File: src/rtl/freq_meter_pkg.sv
// Shared types and helpers for the gated frequency counter.
// Holds the FSM state encoding and the gate-counter width helper.
package freq_meter_pkg;

  typedef enum logic {
    IDLE    = 1'b0,
    MEASURE = 1'b1
  } state_e;

  localparam int CLK_HZ = 100_000_000;

  // Width of a counter that must reach n-1; never narrower than one bit.
  function automatic int ctr_width(input int n);
    return (n <= 2) ? 1 : $clog2(n);
  endfunction

endpackage

File: src/rtl/freq_meter_if.sv
// Control and result bundle of the frequency meter.
// master drives enable/sig_in and reads results; slave is the meter.
interface freq_meter_if #(
  parameter int COUNT_W = 28
) ();

  logic               enable;
  logic               sig_in;
  logic [COUNT_W-1:0] freq_out;
  logic               freq_valid;
  logic               overflow;
  logic               no_signal;

  modport master (
    output enable, sig_in,
    input  freq_out, freq_valid, overflow, no_signal
  );

  modport slave (
    input  enable, sig_in,
    output freq_out, freq_valid, overflow, no_signal
  );

endinterface

File: src/rtl/freq_meter_sync_edge_detect.sv
// Two-flop synchronizer plus history flop for an asynchronous input.
// edge_pulse is high for one cycle after each synchronized 0->1 transition.
module sync_edge_detect (
  input  logic CLK100MHZ,
  input  logic CPU_RESETN,
  input  logic async_in,
  output logic edge_pulse
);

  logic s1_q, s2_q, s3_q;
  logic s1_d, s2_d, s3_d;

  always_comb begin
    s1_d = async_in;
    s2_d = s1_q;
    s3_d = s2_q;
  end

  always_ff @(posedge CLK100MHZ) begin
    if (!CPU_RESETN) begin
      s1_q <= 1'b0;
      s2_q <= 1'b0;
      s3_q <= 1'b0;
    end else begin
      s1_q <= s1_d;
      s2_q <= s2_d;
      s3_q <= s3_d;
    end
  end

  assign edge_pulse = s2_q & ~s3_q;

endmodule

File: src/rtl/freq_meter.sv
// Gated frequency counter: counts synchronized rising edges of sig_in over
// back-to-back windows of GATE_CYCLES clocks and publishes a saturated count.
module freq_meter
  import freq_meter_pkg::*;
#(
  parameter int GATE_CYCLES = 100_000_000,
  parameter int COUNT_W     = 28
) (
  input logic        CLK100MHZ,
  input logic        CPU_RESETN,
  freq_meter_if.slave bus
);

  localparam int                 GATE_W    = ctr_width(GATE_CYCLES);
  localparam logic [GATE_W-1:0]  GATE_LAST = GATE_W'(GATE_CYCLES - 1);
  localparam logic [COUNT_W-1:0] COUNT_MAX = '1;

  logic sig_edge;

  state_e             state_q, state_d;
  logic [GATE_W-1:0]  gate_ctr_q, gate_ctr_d;
  logic [COUNT_W-1:0] edge_ctr_q, edge_ctr_d;
  logic               sat_q, sat_d;
  logic [COUNT_W-1:0] freq_out_q, freq_out_d;
  logic               freq_valid_q, freq_valid_d;
  logic               overflow_q, overflow_d;
  logic               no_signal_q, no_signal_d;
  logic [COUNT_W:0]   sum;

  sync_edge_detect u_sync (
    .CLK100MHZ  (CLK100MHZ),
    .CPU_RESETN (CPU_RESETN),
    .async_in   (bus.sig_in),
    .edge_pulse (sig_edge)
  );

  // sat_q remembers edges dropped once edge_ctr pinned, so overflow reflects the true count
  assign sum = {1'b0, edge_ctr_q} + (COUNT_W + 1)'(sig_edge);

  always_comb begin
    state_d      = state_q;
    gate_ctr_d   = gate_ctr_q;
    edge_ctr_d   = edge_ctr_q;
    sat_d        = sat_q;
    freq_out_d   = freq_out_q;
    freq_valid_d = 1'b0;
    overflow_d   = overflow_q;
    no_signal_d  = no_signal_q;

    case (state_q)
      IDLE: begin
        gate_ctr_d = '0;
        edge_ctr_d = '0;
        sat_d      = 1'b0;
        if (bus.enable) begin
          state_d = MEASURE;
        end
      end

      MEASURE: begin
        if (!bus.enable) begin
          state_d    = IDLE;
          gate_ctr_d = '0;
          edge_ctr_d = '0;
          sat_d      = 1'b0;
        end else if (gate_ctr_q == GATE_LAST) begin
          freq_out_d   = (sum > {1'b0, COUNT_MAX}) ? COUNT_MAX : sum[COUNT_W-1:0];
          overflow_d   = sat_q | (sum > {1'b0, COUNT_MAX});
          no_signal_d  = (sum == '0);
          freq_valid_d = 1'b1;
          gate_ctr_d   = '0;
          edge_ctr_d   = '0;
          sat_d        = 1'b0;
        end else begin
          gate_ctr_d = gate_ctr_q + GATE_W'(1);
          if (sig_edge) begin
            if (edge_ctr_q == COUNT_MAX) begin
              sat_d = 1'b1;
            end else begin
              edge_ctr_d = edge_ctr_q + COUNT_W'(1);
            end
          end
        end
      end

      default: begin
        state_d = IDLE;
      end
    endcase
  end

  always_ff @(posedge CLK100MHZ) begin
    if (!CPU_RESETN) begin
      state_q      <= IDLE;
      gate_ctr_q   <= '0;
      edge_ctr_q   <= '0;
      sat_q        <= 1'b0;
      freq_out_q   <= '0;
      freq_valid_q <= 1'b0;
      overflow_q   <= 1'b0;
      no_signal_q  <= 1'b0;
    end else begin
      state_q      <= state_d;
      gate_ctr_q   <= gate_ctr_d;
      edge_ctr_q   <= edge_ctr_d;
      sat_q        <= sat_d;
      freq_out_q   <= freq_out_d;
      freq_valid_q <= freq_valid_d;
      overflow_q   <= overflow_d;
      no_signal_q  <= no_signal_d;
    end
  end

  assign bus.freq_out   = freq_out_q;
  assign bus.freq_valid = freq_valid_q;
  assign bus.overflow   = overflow_q;
  assign bus.no_signal  = no_signal_q;

endmodule

File: src/flat_wrapper.sv
// flat-port wrapper written by rule: the top's interface ports become plain ports
module freq_meter_flat import freq_meter_pkg::*;
#(
  parameter int GATE_CYCLES = 100_000_000,
  parameter int COUNT_W     = 28
)
  (CLK100MHZ, CPU_RESETN, bus_enable, bus_sig_in, bus_freq_out, bus_freq_valid, bus_overflow, bus_no_signal);
  freq_meter_if #(.COUNT_W(COUNT_W)) bus_i ();
  input logic CLK100MHZ;
  input logic CPU_RESETN;
  input wire logic [$bits(bus_i.enable)-1:0] bus_enable;
  input wire logic [$bits(bus_i.sig_in)-1:0] bus_sig_in;
  output wire logic [$bits(bus_i.freq_out)-1:0] bus_freq_out;
  output wire logic [$bits(bus_i.freq_valid)-1:0] bus_freq_valid;
  output wire logic [$bits(bus_i.overflow)-1:0] bus_overflow;
  output wire logic [$bits(bus_i.no_signal)-1:0] bus_no_signal;
  assign bus_i.enable = bus_enable;
  assign bus_i.sig_in = bus_sig_in;
  assign bus_freq_out = bus_i.freq_out;
  assign bus_freq_valid = bus_i.freq_valid;
  assign bus_overflow = bus_i.overflow;
  assign bus_no_signal = bus_i.no_signal;
  freq_meter #(.GATE_CYCLES(GATE_CYCLES), .COUNT_W(COUNT_W)) u_core (.CLK100MHZ(CLK100MHZ), .CPU_RESETN(CPU_RESETN), .bus(bus_i));
endmodule
File: config.mk
export PLATFORM = sky130hd
export DESIGN_NAME = freq_meter_flat
export DESIGN_NICKNAME = d
export VERILOG_FILES = /design/src/rtl/freq_meter_pkg.sv /design/src/rtl/freq_meter_if.sv /design/src/rtl/freq_meter_sync_edge_detect.sv /design/src/rtl/freq_meter.sv /design/src/flat_wrapper.sv
export SDC_FILE = /design/constraint.sdc
export NUM_CORES = 1
export LEC_CHECK = 0
export ABC_AREA = 0
export BUFFER_PORTS_ARGS = -buffer_cell sky130_fd_sc_hd__buf_4
export CAP_MARGIN = 10
export CORE_MARGIN = 1.5
export CORE_UTILIZATION = 64
export DETAILED_ROUTE_END_ITERATION = 6
export GPL_TIMING_DRIVEN = 1
export PLACE_DENSITY = 0.88
export SLEW_MARGIN = 5
export SYNTH_ARGS = -nofsm -noshare
export SYNTH_HDL_FRONTEND = slang
export SYNTH_SLANG_ARGS = --single-unit
File: constraint.sdc
create_clock -name CLK100MHZ -period 7.3 [get_ports CLK100MHZ]
set_clock_uncertainty 0.2 [all_clocks]
set_input_delay 0.365 -clock CLK100MHZ [delete_from_list [all_inputs] [get_ports CLK100MHZ]]
set_output_delay 0.365 -clock CLK100MHZ [all_outputs]
set_load 0.01 [all_outputs]
* Yosys cells after proc, flatten, opt, wreduce, memory -nomap -nowiden
Cells that the tools add are included.
** Operators by class
- Equal/unequal tests :: 5
- Reduce and logical (&&, ||, !) cells :: 5
- $add $sub $neg :: 3
- Mux-type cells :: 16
- Bitwise logic cells :: 4
- Order comparisons :: 1
** Operators with widths (number)
- 28-bit 2-to-1 mux :: 5
- 28-bit case mux with 2 select lines :: 1
- 27-bit 2-to-1 mux :: 2
- 27-bit case mux with 2 select lines :: 1
- 28-bit by 1-bit adder with 29-bit output :: 1
- 29-bit by 28-bit greater-than comparator with 1-bit output, second input constant :: 1
- 29-bit logical NOT :: 1
- 28-bit by 1-bit adder with 28-bit output, second input constant :: 1
- 28-bit equality test, second input constant :: 1
- 27-bit by 1-bit adder with 27-bit output, second input constant :: 1
- 27-bit equality test, second input constant :: 1
- 4-bit inequality test, second input constant :: 2
- 1-bit 2-to-1 mux :: 6
- 3-bit AND reduction :: 2
- 4-bit by 3-bit inequality test with 1-bit output, second input constant :: 1
- 2-bit AND reduction :: 2
- 1-bit NOT :: 2
- 1-bit case mux with 2 select lines :: 1
- 1-bit AND :: 1
- 1-bit OR :: 1
** Storage, ports and cells
- Input port bits :: 4
- Register bits after elaboration :: 91
- Output and inout bits :: 31
- Word-level logic and storage cells :: 45

* Longest topological paths before layout
- Depth after elaboration :: 6
- Gate-level depth with buffers :: 11
- Depth with buffers taken out :: 10

* Modules after synthesis
From an unflattened synthesis, not the netlist that was laid out.
** Unflattened totals
- Cells, all modules :: 552
- Area, all modules :: 4546.9 um^2
** Modules (own cells, without submodules)
- freq_meter :: area an instance 4454.3 um^2, seq. area each 1761.7 um^2, cells an instance 545, times used 1
- sync_edge_detect :: area an instance 92.6 um^2, seq. area each 60.1 um^2, cells an instance 7, times used 1

* Worst setup path before layout
OpenSTA, ideal clock, no wires.
- Kind :: register -> register
- Start point :: reg u_core.u_sync.s2_q
- End point :: reg u_core.no_signal_q (netlist: u_core.bus.no_signal)
- Cell stages (with the launch flop) :: 12
- Path slack :: 4590 ps
- Buffers on the path :: 1
- Setup time :: 130 ps
- Period minus slack after synthesis :: 2710 ps
- Data required time :: 6970 ps
- Arrival time :: 2379 ps
- Path through :: dfxtp_1 > nor2b_1 > ha_1 > ha_1 > nand3_1 > or3_1 > clkbuf_1 > nor3_1 > nor2_1 > nand4_1 > or4_1 > o22ai_1
** Between the ends
- Word-level cells in the longest chain between the ends :: 3
** RTL lines
- from (decl) :: RTL line freq_meter_sync_edge_detect.sv:10 : logic s1_q, s2_q, s3_q;
- from (signal assigned) :: RTL line freq_meter_sync_edge_detect.sv:22 : s2_q <= 1'b0;
- from (signal assigned) :: RTL line freq_meter_sync_edge_detect.sv:26 : s2_q <= s2_d;
- 1-bit AND :: RTL line freq_meter_sync_edge_detect.sv:31 : assign edge_pulse = s2_q & ~s3_q;
- 28-bit by 1-bit adder with 29-bit output :: RTL line freq_meter.sv:38 : assign sum = {1'b0, edge_ctr_q} + (COUNT_W + 1)'(sig_edge);
- 29-bit logical NOT :: RTL line freq_meter.sv:69 : no_signal_d = (sum == '0);
- to (signal assigned) :: RTL line freq_meter.sv:110 : no_signal_q <= no_signal_d;
- to (decl) :: RTL line freq_meter.sv:27 : logic no_signal_q, no_signal_d;
No other way between the ends.
A chain may end at the register's enable or synchronous reset.

* Worst setup path after layout
Ends and elaborated chain as after synthesis.

==> results by group <==
Worst setup path
  • Most frequent CP cell: ha_1
  • Worst r2r dst: u_core.bus.no_signal
  • Arr. time, crit path: 3.20 ns
  • Setup crit start kind: flop
  • Critical Path RT: 7.33 ns
  • Setup crit end kind: flop
  • Slowest stage delay, CP: 0.60 ns
  • Flop-to-flop setup slack: 4.13 ns
  • R2r startpoint: u_core.u_sync.s2_q
  • R2R cell count: 10
  • CP max-delay cell: nor3_1
  • CP max FO: 8
  • CP cell instances: nor2b_1 > ha_1 > ha_1 > nand3_1 > or3_1 > nor3_1 > nor2_1 > nand4_1 > or4_1 > o22ai_1
  • Crit path kind: flop to flop

Detailed routing
  • Avg WL per Cell: 15.62 um
  • Vias: 3836
  • Final ANT Viol Nets: 0
  • Initial DRC Count: 343
  • First-pass DRT Iterations: 5
  • DRC viols: 0
  • Via density: 6.089
  • Post-Route WL: 9.841 mm

Place
  • Pre-CTS WS: 4.262 ns
  • DP HPWL: 7.165 mm
  • Final Wtd Congestion: 0.9376
  • Placed cells: 613
  • I/O Buffers: 34

Synth
  • Distinct cells, synth: 47
  • Largest family of logic cells by synthesized area: simple AND/OR/NAND/NOR gates
  • Count of flip-flops with a built-in enable after synthesis: 0
  • Seq cells post-synth: 91
  • Post-synth top cells: nor2_1 (97), dfxtp_1 (91), nand2_1 (37), xnor2_1 (37), xor2_1 (32)
  • Mux share of post-synthesis cell area: 0.2286%
  • Synth Area in Compound Gates: 11.40%
  • Post-synthesis adder-cell area fraction: 1.143%
  • Synth warn: 0
  • Net count after synthesis: 541
  • Async S/R FF share, synth: 0%
  • Main flop type after synthesis: dfxtp_1
  • Simple-gate share of the synthesized area: 27.92%
  • Seq/Total Area, Yosys: 41.61%
  • Synthesized area: 4378 um2
  • Synth area leader: dfxtp_1
  • Top-count cell post-synth: nor2_1
  • Ranking of synthesized cells by area: dfxtp_1 (42%), nor2_1 (8.3%), xnor2_1 (7.4%)
  • Xor-xnor portion of the synthesized cell area: 13.80%
  • Mapped Cells: 533
  • Mean area per synthesized cell: 8.214 um2
  • Top-area cell type share of the netlist area: 41.61%

STA
  • Tmin final: 3.167 ns
  • Final Max Slew Viols: 0
  • Final worst-path cycle share: 43.38%
  • RSZ-0062 raised after global routing: no
  • Final Hold Viols: 0
  • Final setup margin: 4.133 ns
  • Final TNS setup: 0 ns
  • Slew Limit Headroom: 37.98%
  • Tightest Pin Transition: 0.9303 ns
  • FMAX: 315.8 MHz
  • # setup viols final: 0

Global route
  • Total GRT Usage: 27.97%
  • First-pass GRT wire length: 16.39 mm
  • Total grt overflow: 0
  • Initial antenna violation count: 0
  • Maximum number of pins on one net before global-route repair: 61
  • Number of global-route vias before repair: 3519

Floorplan
  • Ports: 35
  • Core Region: 6495 um2
  • Row count: 29
  • DIE AREA: 7345 um2
  • Die X: 85.71 um
  • DIE HEIGHT: 85.71 um
  • Initial Utilization: 67.41%

Finish
  • Layout cells sized above 1: 10.49%
  • Diode count: 0
  • Non-filler instance count after layout: 630
  • Fin nets: 556
  • Area added between synthesis and finish: 9.717%
  • Core Util, Final: 73.95%

Min path
  • Worst hold start: bus_enable
  • Hold Crit Depth: 2
  • WHS Endpoint: u_core.state_q
  • Hold Crit Class: input pin to flop

Pwr
  • Maximum vdd ir drop: 0.0001276 V
  • Pwr Total: 0.8551 mW
  • Leak Pwr: 1.514 nW
  • PD cells: 178.0 nW/um2

Clock network
  • Setup Buffers After CTS: 0
  • # H-tree levels: 3
  • CTS tree: yes
  • Num CTS Buffers: 9
  • Root Buffer: clkbuf_8
  • Worst skew pair latency: 0.37 ns
  • Clock Pin Slew Worst Setup and Hold Paths: 0.09 ns
  • Clk sinks: 91
  • CTS Buffer Depth: 2

Run
  • Max-cap violation count: 0

Run status
  • Outcome: finished clean
-- state kept, by name (all words and copies together) (netlist names) --
name	flops
u_core.bus.freq_out	28
u_core.bus.freq_valid	1
u_core.bus.no_signal	1
u_core.bus.overflow	1
u_core.edge_ctr_q	28
u_core.gate_ctr_q	27
u_core.sat_q	1
u_core.state_q	1
u_core.u_sync.s1_q	1
u_core.u_sync.s2_q	1
u_core.u_sync.s3_q	1
-- critical path, delay by kind of cell, from the launching register on --
kind / cells / cell delay [ns]
AO/OA/AOI/OAI: 1 / 0.07
adder cells (fa/ha/maj): 2 / 0.49
flip-flops: 1 / 0.32
AND/OR/NAND/NOR: 7 / 1.95
-- stage by stage --
step | hold slack (ns) | area (um2)
floorplan | 0.2119 | 4378
global placement | 0.2300 | 4591
detailed placement | 0.2355 | 4591
CTS | 0.002271 | 4803
global route | 0.01792 | 4803
finish | 0.01256 | 4803
-- cell families after synthesis --
family,Yosys count
adder cells (fa/ha/maj),4
AO/OA/AOI/OAI,80
flip-flops,91
XOR/XNOR,69
AND/OR/NAND/NOR,250
buffers and inverters,38
multiplexers,1
-- routing by layer --
metal	global-route usage (%)	routed length (um)	vias to the layer above
li1	-	-	1900
met1	36.13	4463	1791
met2	45.88	4665	127
met3	5.871	457	18
met4	11.14	255	0
met5	0	0	-
-- cell type report --
type                       instances  area (um2)
sequential                        91        1822
multi-input combinational        404        2387
timing repair buffer              36       272.8
clock inverter                     5       61.31
inverter                           6       22.52
clock buffer                      11       141.4
tap                               77       96.34
fill                             501        1692
-- placed cells by master, fill, tap and decap left out, types with 10 or more instances in the layout --
cell      instances
clkbuf_8         10
o21ai_0          25
nand4_1          23
nor2_1           97
a31oi_1          17
a21oi_1          13
buf_4            35
or3_1            16
dfxtp_1          91
xnor2_1          37
xor2_1           32
nand2_1          37
nor3_1           18
nand3_1          21
-- what timing repair did --
action                    4_1_cts  5_1_grt
hold endpoints to repair        1        0
hold buffers                    1        0
resized for setup               0        0
-- worst max-delay path by stage --
stage,start,slack (ns),to
3_5_place_dp,u_core.u_sync.s2_q,4.26,u_core.bus.no_signal
3_3_place_gp,u_core.u_sync.s2_q,4.39,u_core.bus.no_signal
2_1_floorplan,u_core.u_sync.s2_q,4.59,u_core.bus.no_signal
6_report,u_core.u_sync.s2_q,4.13,u_core.bus.no_signal
4_1_cts,u_core.u_sync.s2_q,4.21,u_core.bus.no_signal
5_1_grt,u_core.u_sync.s2_q,3.95,u_core.bus.no_signal
-- power breakdown --
part           internal (mW)  switching [mW]  total (mW)
logic                0.00436         0.00957      0.0139
registers              0.497        0.000459       0.497
clock network          0.169           0.175       0.344
No activity file was read; power rests on OpenSTA's default activity.
